--- config.mk ---
export PLATFORM = sky130hd
export DESIGN_NAME = pc_unit
export DESIGN_NICKNAME = d
export VERILOG_FILES = /design/src/rtl/pc_unit_pkg.sv /design/src/rtl/pc_stack.sv /design/src/rtl/pc_unit.sv
export SDC_FILE = /design/constraint.sdc
export NUM_CORES = 1
export LEC_CHECK = 0
export CORE_MARGIN = 2
export CORE_UTILIZATION = 40
export DETAILED_ROUTE_END_ITERATION = 12
export PLACE_DENSITY = 0.79
export SLEW_MARGIN = 30
export SYNTH_ARGS = -nofsm -noshare
export SYNTH_HDL_FRONTEND = slang
export SYNTH_HIERARCHICAL = 1
export SYNTH_SLANG_ARGS = --single-unit
export TNS_END_PERCENT = 50
--- constraint.sdc ---
create_clock -name clk -period 5.42 [get_ports clk]
set_input_delay 1.626 -clock clk [delete_from_list [all_inputs] [get_ports clk]]
set_output_delay 1.626 -clock clk [all_outputs]
set_load 0.03 [all_outputs]
--- src/rtl/pc_unit_pkg.sv ---
// pc_unit_pkg -- shared types for the program-counter unit.
//   state_e  : RUN / HALT / FAULT control states
//   action_e : one-per-cycle PC action chosen in RUN
//   sel_action() : fixed-priority decode of the command inputs (halt handled
//                  separately by the caller since it changes state, not PC)
package pc_unit_pkg;

    typedef enum logic [1:0] {
        RUN   = 2'd0,
        HALT  = 2'd1,
        FAULT = 2'd2
    } state_e;

    typedef enum logic [2:0] {
        HOLD = 3'd0,
        INC  = 3'd1,
        SKIP = 3'd2,
        LOAD = 3'd3,
        CALL = 3'd4,
        RET  = 3'd5
    } action_e;

    // ret > call > load > skip > inc > hold
    function automatic action_e sel_action(input logic ret, input logic call,
                                           input logic load, input logic skip,
                                           input logic inc);
        if (ret)       return RET;
        else if (call) return CALL;
        else if (load) return LOAD;
        else if (skip) return SKIP;
        else if (inc)  return INC;
        else           return HOLD;
    endfunction

endpackage

--- src/rtl/pc_stack.sv ---
// pc_stack -- return-address LIFO.
// Ports:
//   clk, rst      : clock, synchronous active-high reset (clears sp only)
//   push, pop     : push data_in / pop top; ignored when full / empty
//   data_in       : value to push
//   top           : entry at the top of the stack (valid when !empty)
//   sp            : occupancy, 0..DEPTH
//   full, empty   : sp == DEPTH / sp == 0
module pc_stack
    import pc_unit_pkg::*;
#(
    parameter int DEPTH = 4,
    parameter int W     = 8
) (
    input  logic                     clk,
    input  logic                     rst,
    input  logic                     push,
    input  logic                     pop,
    input  logic [W-1:0]             data_in,
    output logic [W-1:0]             top,
    output logic [$clog2(DEPTH):0]   sp,
    output logic                     full,
    output logic                     empty
);
    localparam int PW = $clog2(DEPTH);

    logic [DEPTH-1:0][W-1:0] mem;
    logic [PW-1:0]           wr_idx;
    logic [PW-1:0]           top_idx;

    // sp counts entries, so the next free slot is sp and the top is sp-1;
    // the low bits index correctly because DEPTH is a power of two.
    assign wr_idx  = sp[PW-1:0];
    assign top_idx = sp[PW-1:0] - PW'(1);
    assign top     = mem[top_idx];
    assign full    = (sp == (PW+1)'(DEPTH));
    assign empty   = (sp == '0);

    always_ff @(posedge clk) begin
        if (rst)
            sp <= '0;
        else if (push && !full)
            sp <= sp + (PW+1)'(1);
        else if (pop && !empty)
            sp <= sp - (PW+1)'(1);
    end

    // Contents are not reset; only sp defines what is valid.
    always_ff @(posedge clk) begin
        if (!rst && push && !full)
            mem[wr_idx] <= data_in;
    end

endmodule

--- src/rtl/pc_unit.sv ---
// pc_unit -- program counter with RUN/HALT/FAULT control and optional
// return stack.
// Build option: define PC_UNIT_STACK_EN to include the return stack
// (call/ret with overflow/underflow FAULT). Without it call acts as a jump,
// ret holds, sp_out and fault are constant 0.
// Ports:
//   clk, rst        : clock, synchronous active-high reset
//   inc_pc, skip    : PC += 1 / PC += 2 (wrapping)
//   load_pc, call   : PC <= pc_in (call also pushes PC+1)
//   ret             : PC <= popped return address
//   halt, resume    : enter / leave HALT
//   pc_in           : jump / call target
//   pc_out          : current PC (register)
//   running, fault  : state flags (registers)
//   sp_out          : stack occupancy (register)
module pc_unit
    import pc_unit_pkg::*;
#(
    parameter int ADDR_WIDTH  = 8,
    parameter int STACK_DEPTH = 4
) (
    input  logic                         clk,
    input  logic                         rst,
    input  logic                         inc_pc,
    input  logic                         skip,
    input  logic                         load_pc,
    input  logic                         call,
    input  logic                         ret,
    input  logic                         halt,
    input  logic                         resume,
    input  logic [ADDR_WIDTH-1:0]        pc_in,
    output logic [ADDR_WIDTH-1:0]        pc_out,
    output logic                         running,
    output logic                         fault,
    output logic [$clog2(STACK_DEPTH):0] sp_out
);
    state_e                state_q, state_d;
    action_e               act;
    logic [ADDR_WIDTH-1:0] pc_q, pc_d;

`ifdef PC_UNIT_STACK_EN
    logic                         push, pop;
    logic                         stk_full, stk_empty;
    logic [ADDR_WIDTH-1:0]        stk_top;
    logic [$clog2(STACK_DEPTH):0] stk_sp;
    logic                         fault_q;

    pc_stack #(
        .DEPTH (STACK_DEPTH),
        .W     (ADDR_WIDTH)
    ) u_stack (
        .clk     (clk),
        .rst     (rst),
        .push    (push),
        .pop     (pop),
        .data_in (pc_q + ADDR_WIDTH'(1)),
        .top     (stk_top),
        .sp      (stk_sp),
        .full    (stk_full),
        .empty   (stk_empty)
    );
`endif

    always_comb begin
        act     = sel_action(ret, call, load_pc, skip, inc_pc);
        state_d = state_q;
        pc_d    = pc_q;
`ifdef PC_UNIT_STACK_EN
        push    = 1'b0;
        pop     = 1'b0;
`endif
        unique case (state_q)
            RUN: begin
                if (halt) begin
                    state_d = HALT;
                end else begin
                    case (act)
                        INC:  pc_d = pc_q + ADDR_WIDTH'(1);
                        SKIP: pc_d = pc_q + ADDR_WIDTH'(2);
                        LOAD: pc_d = pc_in;
`ifdef PC_UNIT_STACK_EN
                        // Overflow/underflow leave PC and stack untouched.
                        CALL: begin
                            if (stk_full) begin
                                state_d = FAULT;
                            end else begin
                                push = 1'b1;
                                pc_d = pc_in;
                            end
                        end
                        RET: begin
                            if (stk_empty) begin
                                state_d = FAULT;
                            end else begin
                                pop  = 1'b1;
                                pc_d = stk_top;
                            end
                        end
`else
                        CALL: pc_d = pc_in;
                        RET:  pc_d = pc_q;
`endif
                        default: pc_d = pc_q;
                    endcase
                end
            end
            HALT:    if (resume) state_d = RUN;
            FAULT:   state_d = FAULT;
            default: state_d = RUN;
        endcase
    end

    always_ff @(posedge clk) begin
        if (rst) begin
            state_q <= RUN;
            pc_q    <= '0;
            running <= 1'b1;
        end else begin
            state_q <= state_d;
            pc_q    <= pc_d;
            running <= (state_d == RUN);
        end
    end

    assign pc_out = pc_q;

`ifdef PC_UNIT_STACK_EN
    // Separate flag register so fault is a flop output, not a state decode.
    always_ff @(posedge clk) begin
        if (rst) fault_q <= 1'b0;
        else     fault_q <= (state_d == FAULT);
    end
    assign fault  = fault_q;
    assign sp_out = stk_sp;
`else
    assign fault  = 1'b0;
    assign sp_out = '0;
`endif

endmodule

==> metrics.md <==
| Metric | Value |
|---|---|
| Dominant combinational cell family by area after synthesis | compound AO/OA/AOI/OAI gates |
| Endpoint type of the worst setup path | register |
| XOR/XNOR share of the synthesized area | 1.07% |
| Core Rows | 16 |
| Most instantiated library cell after synthesis | sky130_fd_sc_hd__dfxtp_1 |
| WL final | 2130 um |
| Post-synth design cell area | 821 sq um |
| Cell family contributing the most delay on the critical path | simple AND/OR/NAND/NOR gates |
| Share of cells above drive strength 1 | 5.56% |
| Class of the tightest hold or removal check | reg2reg |
| Number of buffers inserted by post-CTS setup repair | 0 |
| Buffering stage count on the worst path with inverters included | 1 |
| Global placer's final weighted congestion | 0.814 |
| Total of hold buffers inserted after clock tree synthesis | 0 |
| Dpl ws | 1670 ps |
| Synth Area in Compound Gates | 32.0% |
| Most used standard cells in the synthesized netlist | sky130_fd_sc_hd__dfxtp_1, sky130_fd_sc_hd__o21ai_0, sky130_fd_sc_hd__nand2_1 |
| Clock root buffer master | sky130_fd_sc_hd__clkbuf_4 |
| Final Hold Vio Count | 0 |
| Cell-by-cell listing of the critical path | clkdlybuf4s50_1 > or4b_4 > or4_1 > and4_4 > a211oi_2 |
| Top area cells in the synthesized netlist | sky130_fd_sc_hd__dfxtp_1, sky130_fd_sc_hd__o21ai_0, sky130_fd_sc_hd__buf_4 |
| Count of cell types in the netlist | 43 |
| Setup slack of the most critical reg-to-reg path | 3660 ps |
| Area share of the largest cell type after synthesis | 26.8% |
| Die Outline Area | 2430 sq um |
| Prevailing post-synth register cell | sky130_fd_sc_hd__dfxtp_1 |
| Static Leak | 0.373 nW |
| Worst Slack Setup Final | 1950 ps |
| Post-detailed-route DRC marker count | 0 |
| Die X | 49.3 um |
| Nets | 146 |
| Overall via count from detail_route | 903 |
| Highest fanout seen on the critical path | 9 |
| Vias per cell | 5.90 |
| Clock latency of the later-clocked register in the worst-skew pair | 280 ps |
| Number of synthesized register bits | 11 |
| Number of DRC markers in iteration 0 | 35 |
| Multiplexer area fraction after synthesis | 1.22% |
| Sequential cell area | 220 sq um |
| Count of buffers from port buffering | 25 |
| Number of standard cells after synthesis | 102 |
| End-of-flow core utilization | 56.1% |
| Async set or reset register ratio after synthesis | 0% |
| Starting density of the core | 42.3% |
| Total CTS buffers | 3 |
| Sequential share of the synthesized area | 26.8% |
| Post-route fraction of the period consumed by the critical path | 64.1% |
| Antenna violations before repair | 0 |
| CTS Sinks | 11 |
| Routed WL per cell | 13.9 um |
| Number of buffers on the longest clock path | 2 |
| # placed instances | 149 |
| RSZ-0062 raised after global routing | no |
| Number of global-route vias before repair | 805 |
| Post-Synth Adder-Cell Area | 3.05% |
| HPWL after detailed placement | 1560 um |
| Global-route wire length before repair | 3540 um |
| Final-report max-slew violation count | 0 |
| Post-route total power | 204 uW |
| Arrival time worst endpoint | 3670 ps |
| Core Footprint | 1940 sq um |
| PostCTS Resize Cnt | 0 |
| Y dimension of the die | 49.3 um |
| Time the final worst path needs with I/O delays and setup | 3470 ps |
| Pin count of the biggest net entering global routing | 12 |
| Worst VDD drop | 0.143 mV |
| Area growth, synth to finish | 32.8% |
| Cell accounting for the most synthesized area | sky130_fd_sc_hd__dfxtp_1 |
| Slowest library cell on the worst path | sky130_fd_sc_hd__or4b_4 |
| Yosys warnings | 6 |
| Htree depth | 1 |
| Max Freq | 288 MHz |
| Number of primary I/O pins | 30 |
| Post-synth EDFFs | 0 |
| Final worst clock skew | 4.97 ps |
| Multi-input gate area | 541 sq um |
| Slew of the pin with the lowest slew margin | 726 ps |
| Count of placed standard cells in the final layout, fillers left out | 153 |
| Number of fill cells | 198 |
| Category of the worst setup path launch point | input pin |
| Worst slew margin relative to its limit | 51.5% |
| Count of inserted antenna diode cells | 0 |
| Number of antenna-violating nets in the routed design | 0 |
| Grt total ovfl | 0 |
| Clock-pin slew of the registers on the worst-case setup and hold paths | 80 ps |
| Critical path data required time | 5620 ps |
| Synthesized-area fraction occupied by and/or/nand/nor cells | 26.7% |
| Worst Setup Path Type | in2reg |
| Run status | finished, final reports clean |
| First drt pass iteration count | 4 |
| Final number of setup-violating endpoints | 0 |
| Maxcap violations | 0 |
| Max stage delay on crit path | 580 ps |
| GRT Util Overall | 19.0% |
| P per Cell Area | 187 nW/um^2 |
| Setup_tns | 0 ps |
| Mean Syn Cell Area | 8.05 sq um |
| TritonCTS clock tree | built |
worst register-to-register path, delay by kind of cell (launching register included):
family / cells / cell delay (ps)
compound gates: 2 / 480
flops: 1 / 330
simple gates: 2 / 870
layout by cell type (no fill, tap or decap), types with 2 or more instances in the layout:
| cell | n |
|---|---|
| sky130_fd_sc_hd__nor4_1 | 2 |
| sky130_fd_sc_hd__dfxtp_1 | 11 |
| sky130_fd_sc_hd__nor3_1 | 5 |
| sky130_fd_sc_hd__a22oi_1 | 3 |
| sky130_fd_sc_hd__o21a_1 | 4 |
| sky130_fd_sc_hd__clkbuf_4 | 3 |
| sky130_fd_sc_hd__nor2_1 | 5 |
| sky130_fd_sc_hd__a21oi_1 | 4 |
| sky130_fd_sc_hd__clkdlybuf4s50_1 | 25 |
| sky130_fd_sc_hd__or4_1 | 2 |
| sky130_fd_sc_hd__conb_1 | 4 |
| sky130_fd_sc_hd__a31oi_1 | 2 |
| sky130_fd_sc_hd__nand4_1 | 2 |
| sky130_fd_sc_hd__ha_1 | 2 |
| sky130_fd_sc_hd__o211ai_1 | 2 |
| sky130_fd_sc_hd__nand2b_1 | 2 |
| sky130_fd_sc_hd__and4b_1 | 2 |
| sky130_fd_sc_hd__o21ai_0 | 8 |
| sky130_fd_sc_hd__nand2_1 | 6 |
| sky130_fd_sc_hd__inv_1 | 5 |
| sky130_fd_sc_hd__nand3_1 | 4 |
| sky130_fd_sc_hd__o211a_1 | 2 |
cells by family (layout without fill, tap and decap cells):
logic type	count (synthesis)	after routing
AOI/OAI and AO/OA	37	37
and+or+nand+nor	36	36
buffers and inverters	13	34
DFF	11	11
adders and majority gates	2	2
other	1	4
xor gates and xnor gates	1	1
muxes	1	1
layout make-up:
cell class,count,area share [%]
multi-input cells,81,49.6
clock buffers,4,2.41
inverters,5,1.72
flip-flops and latches,11,20.2
well taps,27,3.10
repair buffers,25,23.0
power by group:
part / internal [mW] / total (mW) / switching [mW] / leakage (nW)
combinational: 0.0257 / 0.0540 / 0.0284 / 0.268
sequential: 0.0846 / 0.0903 / 0.00563 / 0.0899
clock: 0.0286 / 0.0593 / 0.0308 / 0.0150
total: 0.139 / 0.204 / 0.0647 / 0.373
state kept, by name (all words and copies together), names as in the netlist:
register	count
state_q	2
pc_out	8
running	1
per-stage QoR:
step | instance area, sq um | hold WS, ps
final | 1090 | 462
after global routing | 1090 | 509
after CTS | 1090 | 468
after detailed placement | 1060 | 457
after global placement | 1060 | 445
after floorplan | 832 | 431
per-layer routing:
layer	track usage (%)	wire (um)	vias up	share of wire (%)
li1	-	-	436	-
met1	21.8	916	425	43
met2	32.2	988	38	46
met3	2.76	172	4	8.1
met4	12.9	55	0	2.6
met5	0	0	-	0
path summary, 6_finish.rpt:
check / startpoint / endpoint / cells past startpoint
hold reg to reg: state_q[1]$_SDFF_PP0_ / state_q[0]$_SDFF_PP0_ / 1
setup reg to reg: state_q[0]$_SDFF_PP0_ / pc_out[0]$_SDFFE_PP0P_ / 4
hold / removal: state_q[1]$_SDFF_PP0_ / state_q[0]$_SDFF_PP0_ / 1
setup / recovery: ret / pc_out[6]$_SDFFE_PP0P_ / 5
(Power assumes the default switching activity.)
